--- config.mk ---
export PLATFORM = sky130hd
export DESIGN_NAME = divider
export DESIGN_NICKNAME = d
export VERILOG_FILES = /design/src/rtl/divider.sv
export SDC_FILE = /design/constraint.sdc
export NUM_CORES = 1
export LEC_CHECK = 0
export ABC_CLOCK_PERIOD_IN_PS = 11700
export CORE_MARGIN = 3
export CORE_UTILIZATION = 56
export CTS_BUF_LIST = sky130_fd_sc_hd__clkbuf_4 sky130_fd_sc_hd__clkbuf_8
export CTS_CLUSTER_DIAMETER = 40
export DETAILED_ROUTE_END_ITERATION = 7
export PLACE_DENSITY = 0.82
export REMOVE_ABC_BUFFERS = 1
export SLEW_MARGIN = 20
export SYNTH_ARGS = -nofsm -noshare
export SYNTH_HDL_FRONTEND = slang
export SYNTH_SLANG_ARGS = --single-unit
--- constraint.sdc ---
create_clock -name clk -period 11.7 [get_ports clk]
set_clock_uncertainty 0.15 [all_clocks]
set_input_delay 2.34 -clock clk [delete_from_list [all_inputs] [get_ports clk]]
set_output_delay 2.34 -clock clk [all_outputs]
set_load 0.01 [all_outputs]
--- src/rtl/divider.sv ---
// rtl/divider.sv - multi-cycle restoring divider for 8086 DIV/IDIV (8- and 16-bit forms)
module divider (
  input  logic        clk,
  input  logic        reset_n,
  input  logic        start,
  input  logic        is_8_bit,
  input  logic        is_signed,
  input  logic [31:0] dividend,
  input  logic [15:0] divisor,
  output logic [15:0] quotient,
  output logic [15:0] remainder,
  output logic        busy,
  output logic        complete,
  output logic        error
);

  localparam logic [2:0] IDLE   = 3'd0;
  localparam logic [2:0] INIT   = 3'd1;
  localparam logic [2:0] DIVIDE = 3'd2;
  localparam logic [2:0] FIXUP  = 3'd3;
  localparam logic [2:0] DONE   = 3'd4;

  logic [2:0]  state;
  logic        m8, msg;
  logic [31:0] dvd;
  logic [15:0] dvs;
  logic [15:0] rem, q, b;
  logic [4:0]  cnt;
  logic        qneg, rneg, ovf, err_r;

  logic        d_neg, s_neg, range_err;
  logic [31:0] a_abs;
  logic [15:0] b_abs, hi, lo, q_mag, q_fix, r_fix;
  logic [17:0] diff;

  always_comb begin
    d_neg = msg & (m8 ? dvd[15] : dvd[31]);
    s_neg = msg & (m8 ? dvs[7] : dvs[15]);
    a_abs = m8 ? {16'd0, dvd[15:0]} : dvd;
    if (d_neg) a_abs = m8 ? {16'd0, 16'(~dvd[15:0] + 16'd1)} : ~dvd + 32'd1;
    b_abs = m8 ? {8'd0, dvs[7:0]} : dvs;
    if (s_neg) b_abs = m8 ? {8'd0, 8'(~dvs[7:0] + 8'd1)} : ~dvs + 16'd1;
    hi = m8 ? {8'd0, a_abs[15:8]} : a_abs[31:16];
    // 8-bit low byte sits at the top of q so both forms shift out of q[15]
    lo = m8 ? {a_abs[7:0], 8'd0} : a_abs[15:0];
    diff = {1'b0, rem, q[15]} - {2'b00, b};
    q_mag = m8 ? {8'd0, q[7:0]} : q;
    q_fix = qneg ? ~q_mag + 16'd1 : q_mag;
    r_fix = rneg ? ~rem + 16'd1 : rem;
    if (m8) begin
      q_fix[15:8] = 8'd0;
      r_fix[15:8] = 8'd0;
    end
    // -128/-32768 are rejected as well, so one magnitude bound covers both signs
    range_err = msg & (ovf | (m8 ? (q_mag > 16'd127) : (q_mag > 16'd32767)));
  end

  assign busy     = (state == INIT) || (state == DIVIDE) || (state == FIXUP);
  assign complete = (state == DONE);
  assign error    = (state == DONE) && err_r;

  always_ff @(posedge clk or negedge reset_n) begin
    if (!reset_n) begin
      state     <= IDLE;
      m8        <= 1'b0;
      msg       <= 1'b0;
      dvd       <= 32'd0;
      dvs       <= 16'd0;
      rem       <= 16'd0;
      q         <= 16'd0;
      b         <= 16'd0;
      cnt       <= 5'd0;
      qneg      <= 1'b0;
      rneg      <= 1'b0;
      ovf       <= 1'b0;
      err_r     <= 1'b0;
      quotient  <= 16'd0;
      remainder <= 16'd0;
    end else begin
      case (state)
        IDLE, DONE: begin
          if (start) begin
            m8    <= is_8_bit;
            msg   <= is_signed;
            dvd   <= dividend;
            dvs   <= divisor;
            state <= INIT;
          end else begin
            state <= IDLE;
          end
        end
        INIT: begin
          if (b_abs == 16'd0 || (!msg && hi >= b_abs)) begin
            err_r <= 1'b1;
            state <= DONE;
          end else begin
            rem   <= hi;
            q     <= lo;
            b     <= b_abs;
            qneg  <= d_neg ^ s_neg;
            rneg  <= d_neg;
            // signed operands can still overflow the core; flag it for FIXUP
            ovf   <= hi >= b_abs;
            cnt   <= m8 ? 5'd8 : 5'd16;
            state <= DIVIDE;
          end
        end
        DIVIDE: begin
          if (!diff[17]) rem <= diff[15:0];
          else           rem <= {rem[14:0], q[15]};
          q   <= {q[14:0], ~diff[17]};
          cnt <= cnt - 5'd1;
          if (cnt == 5'd1) state <= FIXUP;
        end
        FIXUP: begin
          err_r <= range_err;
          if (!range_err) begin
            quotient  <= q_fix;
            remainder <= r_fix;
          end
          state <= DONE;
        end
        default: state <= IDLE;
      endcase
    end
  end

endmodule

==> results.md, run 1 <==
- VDD IR max: 0.193 mV
- Register share of total power: 28.8%
- Most frequent cells in the layout: dfrtp_1 (142), clkdlybuf4s50_1 (86), nand2_1 (80), nor2_1 (73), o21ai_0 (61)
- DR WL/cell: 16.9 µm
- Nets: 1,095
- Worst slew pin tran: 0.880 ns
- FF+latch count, synth: 142
- Detailed Route WL: 20,700 µm
- Fin Hold WS: 0.330 ns
- Crit-path max cell delay: 0.73 ns
- Max Buffers Root-to-Sink: 2
- CP max stage cell: buf_4
- Die Area: 17,600 µm²
- Power per cell area: 345 nW/µm²
- Final setup viols: 0
- Iter 0 DRT Violations: 517
- Hpwl dp: 15,200 µm
- Vias in the first global route: 6,793
- Row cnt: 45
- Final hold vios: 0
- Ports: 88
- Final Wtd Congestion: 0.926
- Ant diodes: 0
- Buf/Inv on CP: 2
- Clock transition at path regs: 0.08 ns
- Initial Util: 58.1%
- Synth warn: 0
- Max Clk Rate: 0.174 GHz
- Seq/Total Area, Yosys: 39.6%
- ANT nets after route: 0
- GRT overflow: 0
- Syn Area/Cell: 9.55 µm²
- Worst rel slew slack: 40.8%
- Synthesized instance count: 939
- Fillers: 1,254
- Worst EP required: 11.89 ns
- Via count: 7,290
- CP Max Fanout: 65
- Clock Latency Late Sink: 0.46 ns
- Fin. max-slew vios: 0
- Max-Cap Viols: 0
- TritonRoute pass-1 iters: 8
- Endpoint class of the critical path: register
- Comb pwr share: 58.9%
- Setup_tns: 0 ns
- Outcome: finished, final reports clean
- Vias per inst: 5.94
- Initial antenna violation count: 0
- Clk pwr share: 12.3%
- # Post-CTS Setup Buffers: 0
- Netlist cell types: 65
- Top delay family on crit path: compound AO/OA/AOI/OAI gates
- Cts hold-fix bufs: 0
- Clock Sink Count: 142
- Area of the core: 15,400 µm²
- RSZ-0062 raised after global routing: false
- Setup CP Type: reg -> reg
- # DRC: 0
- Area Overhead vs Synth: 16.0%
- Post-layout min period: 5.75 ns
- Area of the multi-input gates: 5080 µm²
- Chip height: 133 µm
- Die width: 133 µm
- CTS tree: built
- Fraction of layout cells with a size suffix above 1: 10.1%
- First-pass GRT wire length: 34,600 µm
- Root Driver: clkbuf_8
- Htree depth: 4
- Worst Hold Class: reg -> reg
- DP Cell Count: 1,195
- Total track usage: 24.0%
- Pleak: 0.00435 µW
- Main flop type after synthesis: dfrtp_1
- Sw power: 1640 µW
- Sw frac: 45.8%
- Area after DPL: 9950 µm²
- # port buffers: 87
- Worst Path Arrival: 5.94 ns
- Ys async rst share: 100%
- Final period utilization: 49.1%
- Netlist Area Pre-Place: 8960 µm²
- Post-CTS resize count: 0
- Total CTS buffers: 17
- CP Cell Sequence: inv_1, ha_1, nor4bb_1, nand4_1, o41ai_1, xor2_1, nor2_1, ha_1, and4_1, a221o_1, a21oi_1, nor2_1, a2111oi_4, buf_4, nor2_1, a221o_1
- Internal power: 1940 µW
- Most common cell after layout, fill and taps aside: dfrtp_1
- Largest net degree at the start of global routing: 80
- Post-synth EDFFs: 0
- Cell mode on critical path: nor2_1
- Crit start category: register
- FF/Latch Area: 3550 µm²
- Final Non-Filler Cells: 1,227
- Fin area: 10,400 µm²
[path summary, 6_finish.rpt]
path | to | start | cells after the start | slack, ns
max in group asynchronous | dvs[10]$_DFFE_PN0P_ | reset_n | 2 | 8.39
hold reg to reg | remainder[7]$_DFFE_PN0P_ | remainder[7]$_DFFE_PN0P_ | 2 | 0.33
setup reg to reg | rem[11]$_DFFE_PN0P_ | dvd[0]$_DFFE_PN0P_ | 16 | 5.95
min in group asynchronous | quotient[4]$_DFFE_PN0P_ | reset_n | 1 | 1.74
setup / recovery | rem[11]$_DFFE_PN0P_ | dvd[0]$_DFFE_PN0P_ | 16 | 5.95
hold / removal | remainder[7]$_DFFE_PN0P_ | remainder[7]$_DFFE_PN0P_ | 2 | 0.33
[registers in the layout (all words and copies together), names as in the netlist]
register   flops
msg            1
err_r          1
m8             1
rneg           1
q             16
b             16
rem           16
qneg           1
cnt            5
state          3
quotient      16
ovf            1
remainder     16
dvs           16
dvd           32
[power by group through the flow]
stage	Sequential [µW]	Combinational (µW)	Clock, µW
floorplan	981	1540	0
global placement	1020	2040	0
detailed placement	1030	2090	0
CTS	1020	2100	447
global route	1070	2350	468
finish	1030	2110	441
[metrics by stage]
stage               utilization (%)  total power (µW)  setup WS, ns
floorplan                         -              2520          4.61
global placement               64.5              3060          6.15
detailed placement             64.5              3120          6.07
CTS                            67.4              3570          6.05
global route                   67.4              3890          5.41
finish                         67.4              3580          5.95
[cell families (layout without fill, tap and decap cells)]
logic type      count (synthesis)  in the layout  share of synthesized area [%]
fa+ha+maj                      39             39                           5.53
xor+xnor                       75             75                           7.33
simple gates                  265            265                           14.6
compound gates                243            243                           18.0
mux                            93             93                           11.1
flops                         142            142                           39.6
buf+inv                        82            159                           3.77
[tightest hold or removal path, stage by stage, from the launching register on]
cell and delay (ns):
dfrtp_1 0.35, nand2_1 0.04, o21ai_0 0.06
[synth_stat cells (4+ instances only)]
cell type,number,share of area [%]
o21ai_1,15,0.84
nor4_1,11,0.77
o211ai_1,15,1.3
a22o_1,16,1.6
or4_1,9,0.75
nand2b_1,18,1.3
clkbuf_1,41,1.7
o41ai_1,5,0.49
mux2_2,47,5.9
mux2i_1,44,4.9
buf_2,6,0.33
a221o_1,7,0.78
o31ai_1,14,1.2
and3_1,7,0.49
o311ai_0,5,0.49
and2_1,8,0.56
nor2_1,74,3.1
nor3_1,16,0.89
nor2b_1,9,0.63
nand2_1,80,3.3
ha_1,38,5.3
a21oi_1,48,2.7
a21o_1,9,0.75
or3_1,9,0.63
o21ai_0,61,3.4
inv_1,32,1.3
nor3b_1,4,0.33
xnor2_1,36,3.5
dfrtp_1,142,40
o21a_1,10,0.84
a211oi_1,9,0.75
xor2_1,39,3.8
[metal layers]
| metal | global-route usage, % | wire length [µm] |
|---|---|---|
| met1 | 35.3 | 9490 |
| met3 | 4.33 | 1460 |
| met5 | 0 | 0 |
| met4 | 7.79 | 432 |
| met2 | 36.2 | 9290 |
[final cells by class]
type	count	area share, %
clock buffer	20	2.53
clock inverter	12	1.77
inverter	32	1.16
multi-input combinational	715	48.9
sequential	142	34.2
tap	211	2.54
timing repair buffer	95	8.96
Power figures use the tool's default switching activity.
==> run 2, diff against run 1 <==
--- a/config.mk
+++ b/config.mk
@@ -5,7 +5,7 @@
 export SDC_FILE = /design/constraint.sdc
 export NUM_CORES = 1
 export LEC_CHECK = 0
-export ABC_CLOCK_PERIOD_IN_PS = 11700
+export ABC_CLOCK_PERIOD_IN_PS = 5400
 export CORE_MARGIN = 3
 export CORE_UTILIZATION = 56
 export CTS_BUF_LIST = sky130_fd_sc_hd__clkbuf_4 sky130_fd_sc_hd__clkbuf_8
==> constraint.sdc (replaced) <==
create_clock -name clk -period 5.4 [get_ports clk]
set_clock_uncertainty 0.15 [all_clocks]
set_input_delay 1.08 -clock clk [delete_from_list [all_inputs] [get_ports clk]]
set_output_delay 1.08 -clock clk [all_outputs]
set_load 0.01 [all_outputs]
==> run 2 against run 1 <==
Clock-buffer cell count increased by 1. First-iteration DRC count grew 4.3%. Register-to-register slack got worse by 5.6 ns. Critical endpoint is now rem[7]$_DFFE_PN0P_. Hold slack got worse by 0.0014 ns. Setup slack lost 5.6 ns. Power is 120% higher. Final area is 0.30% higher. Routed wire length up 2.4%. Critical path depth unchanged. Global-route usage grew 0.33 points. Combinational power increased by 130%.
==> results.md, run 2 (same netlist as run 1, synthesis figures left out) <==
- Min setup slack post-route: 0.363 ns
- Worst Hold Class: reg -> reg
- Total track usage: 24.4%
- Vias in the first global route: 7,067
- Power per cell area: 745 nW/µm²
- Initial Util: 58.1%
- Ant diodes: 0
- TritonRoute pass-1 iters: 5
- Clock transition at path regs: 0.08 ns
- Max Buffers Root-to-Sink: 2
- Crit start category: register
- DP Cell Count: 1,207
- Hpwl dp: 15,400 µm
- First-pass GRT wire length: 35,100 µm
- Outcome: finished, final reports clean
- Vias per inst: 5.94
- Setup CP Type: reg -> reg
- CP max stage cell: or4_1
- Total CTS buffers: 17
- ANT nets after route: 0
- Fraction of layout cells with a size suffix above 1: 11.2%
- Endpoint class of the critical path: register
- Root Driver: clkbuf_8
- Final period utilization: 93.3%
- CTS tree: built
- Die Area: 17,600 µm²
- Initial antenna violation count: 0
- Hold Path Cell Cnt: 2
- Most frequent cells in the layout: dfrtp_1 (142), clkdlybuf4s50_1 (86), nand2_1 (80), nor2_1 (73), o21ai_0 (61)
- Area Overhead vs Synth: 16.3%
- # Post-CTS Setup Buffers: 0
- Row cnt: 45
- Clock Sink Count: 142
- Chip height: 133 µm
- Clock Latency Late Sink: 0.46 ns
- Cts hold-fix bufs: 0
- Most common cell after layout, fill and taps aside: dfrtp_1
- Pleak: 0.00437 µW
- RSZ-0062 raised after global routing: false
- Area of the core: 15,400 µm²
- # DRC: 0
- Final Wtd Congestion: 0.920
- Nets: 1,107
- Die width: 133 µm
- Setup_tns: 0 ns
- Iter 0 DRT Violations: 539
- Max FFs per register: 32
- Post-CTS resize count: 0
- CP Max Fanout: 20
- Worst slew pin tran: 0.924 ns
- Fillers: 1,236
- Worst EP required: 5.58 ns
- Worst reg-to-reg path cell count: 16
- # port buffers: 87
- Max-Cap Viols: 0
- Max Clk Rate: 0.199 GHz
- Via count: 7,356
- Final setup viols: 0
- GRT overflow: 0
- Fin. max-slew vios: 0
- Final hold vios: 0
- Setup WS pre-CTS: 0.442 ns
- Detailed Route WL: 21,200 µm
- Worst Path Arrival: 5.22 ns
- Worst rel slew slack: 38.4%
- Crit-path max cell delay: 0.63 ns
- CP Cell Sequence: or4_1, nand2b_1, or3_1, o31ai_1, xor2_1, nor2_1, ha_1, a21oi_1, o21ai_0, a221o_1, a21oi_1, nor2_1, a2111oi_4, buf_12, mux2i_1, o21ai_1
- Largest net degree at the start of global routing: 106
- Largest Register: dvd
- DR WL/cell: 17.1 µm
- Final Non-Filler Cells: 1,239
- Htree depth: 4
- Post-layout min period: 5.04 ns
- Ports: 88
- VDD IR max: 0.437 mV
[run 2: cell count changes in the layout (fill, tap and decap cells not counted)]
cell	before	now
clkinv_4	2	1
clkinvlp_4	2	5
buf_6	1	2
buf_4	8	17
bufinv_16	4	0
clkbuf_8	18	19
buf_12	0	2
clkinv_2	1	2
[run 2: final timing paths]
check                                    startpoint                  endpoint  slack (ns)
max in group asynchronous                   reset_n       dvs[13]$_DFFE_PN0P_        3.50
hold reg to reg            remainder[4]$_DFFE_PN0P_  remainder[4]$_DFFE_PN0P_        0.33
setup reg to reg                 dvd[9]$_DFFE_PN0P_        rem[7]$_DFFE_PN0P_        0.36
hold / removal             remainder[4]$_DFFE_PN0P_  remainder[4]$_DFFE_PN0P_        0.33
setup / recovery                 dvd[9]$_DFFE_PN0P_        rem[7]$_DFFE_PN0P_        0.36
min in group asynchronous                   reset_n   quotient[2]$_DFFE_PN0P_        0.57
[run 2: critical path: cells and delay by family (launching register included)]
kind	cells	cell delay (ns)
compound gates	7	1.75
xor+xnor	1	0.11
fa+ha+maj	1	0.28
buf+inv	1	0.24
flops	1	0.41
mux	1	0.33
simple gates	5	1.63
[run 2: report_power, final]
part           leakage (µW)  switching (µW)  internal [µW]  total, µW
Sequential          0.00173             640           1580       2220
Combinational       0.00246            2570           2190       4760
Clock              0.000172             430            354        784
Total               0.00437            3640           4130       7770
[run 2: cell type report]
cell class / count / area, µm² / share of cell area, %
Sequential cell: 142 / 3550 / 34.1
Tap cell: 211 / 264 / 2.53
Timing Repair Buffer: 107 / 1050 / 10.1
Inverter: 32 / 120 / 1.15
Multi-Input combinational cell: 715 / 5080 / 48.7
Clock buffer: 21 / 277 / 2.65
Clock inverter: 11 / 82.6 / 0.792
[run 2: stage by stage]
stage | cell area (µm²) | power [µW] | hold slack (ns) | utilization [%]
finish | 10400 | 7770 | 0.329 | 67.6
global route | 10400 | 8420 | 0.353 | 67.6
CTS | 10400 | 7720 | 0.338 | 67.6
detailed placement | 10100 | 6900 | 0.321 | 65.2
global placement | 10100 | 6740 | 0.313 | 65.2
floorplan | 8750 | 5460 | 0.306 | -
[run 2: routing by layer]
metal | wire length, µm | up-vias | GRT usage (%)
met3 | 1580 | 50 | 5.89
met1 | 9540 | 3469 | 34.3
met4 | 491 | 0 | 7.10
met2 | 9560 | 277 | 37.7
li1 | - | 3560 | -
met5 | 0 | - | 0
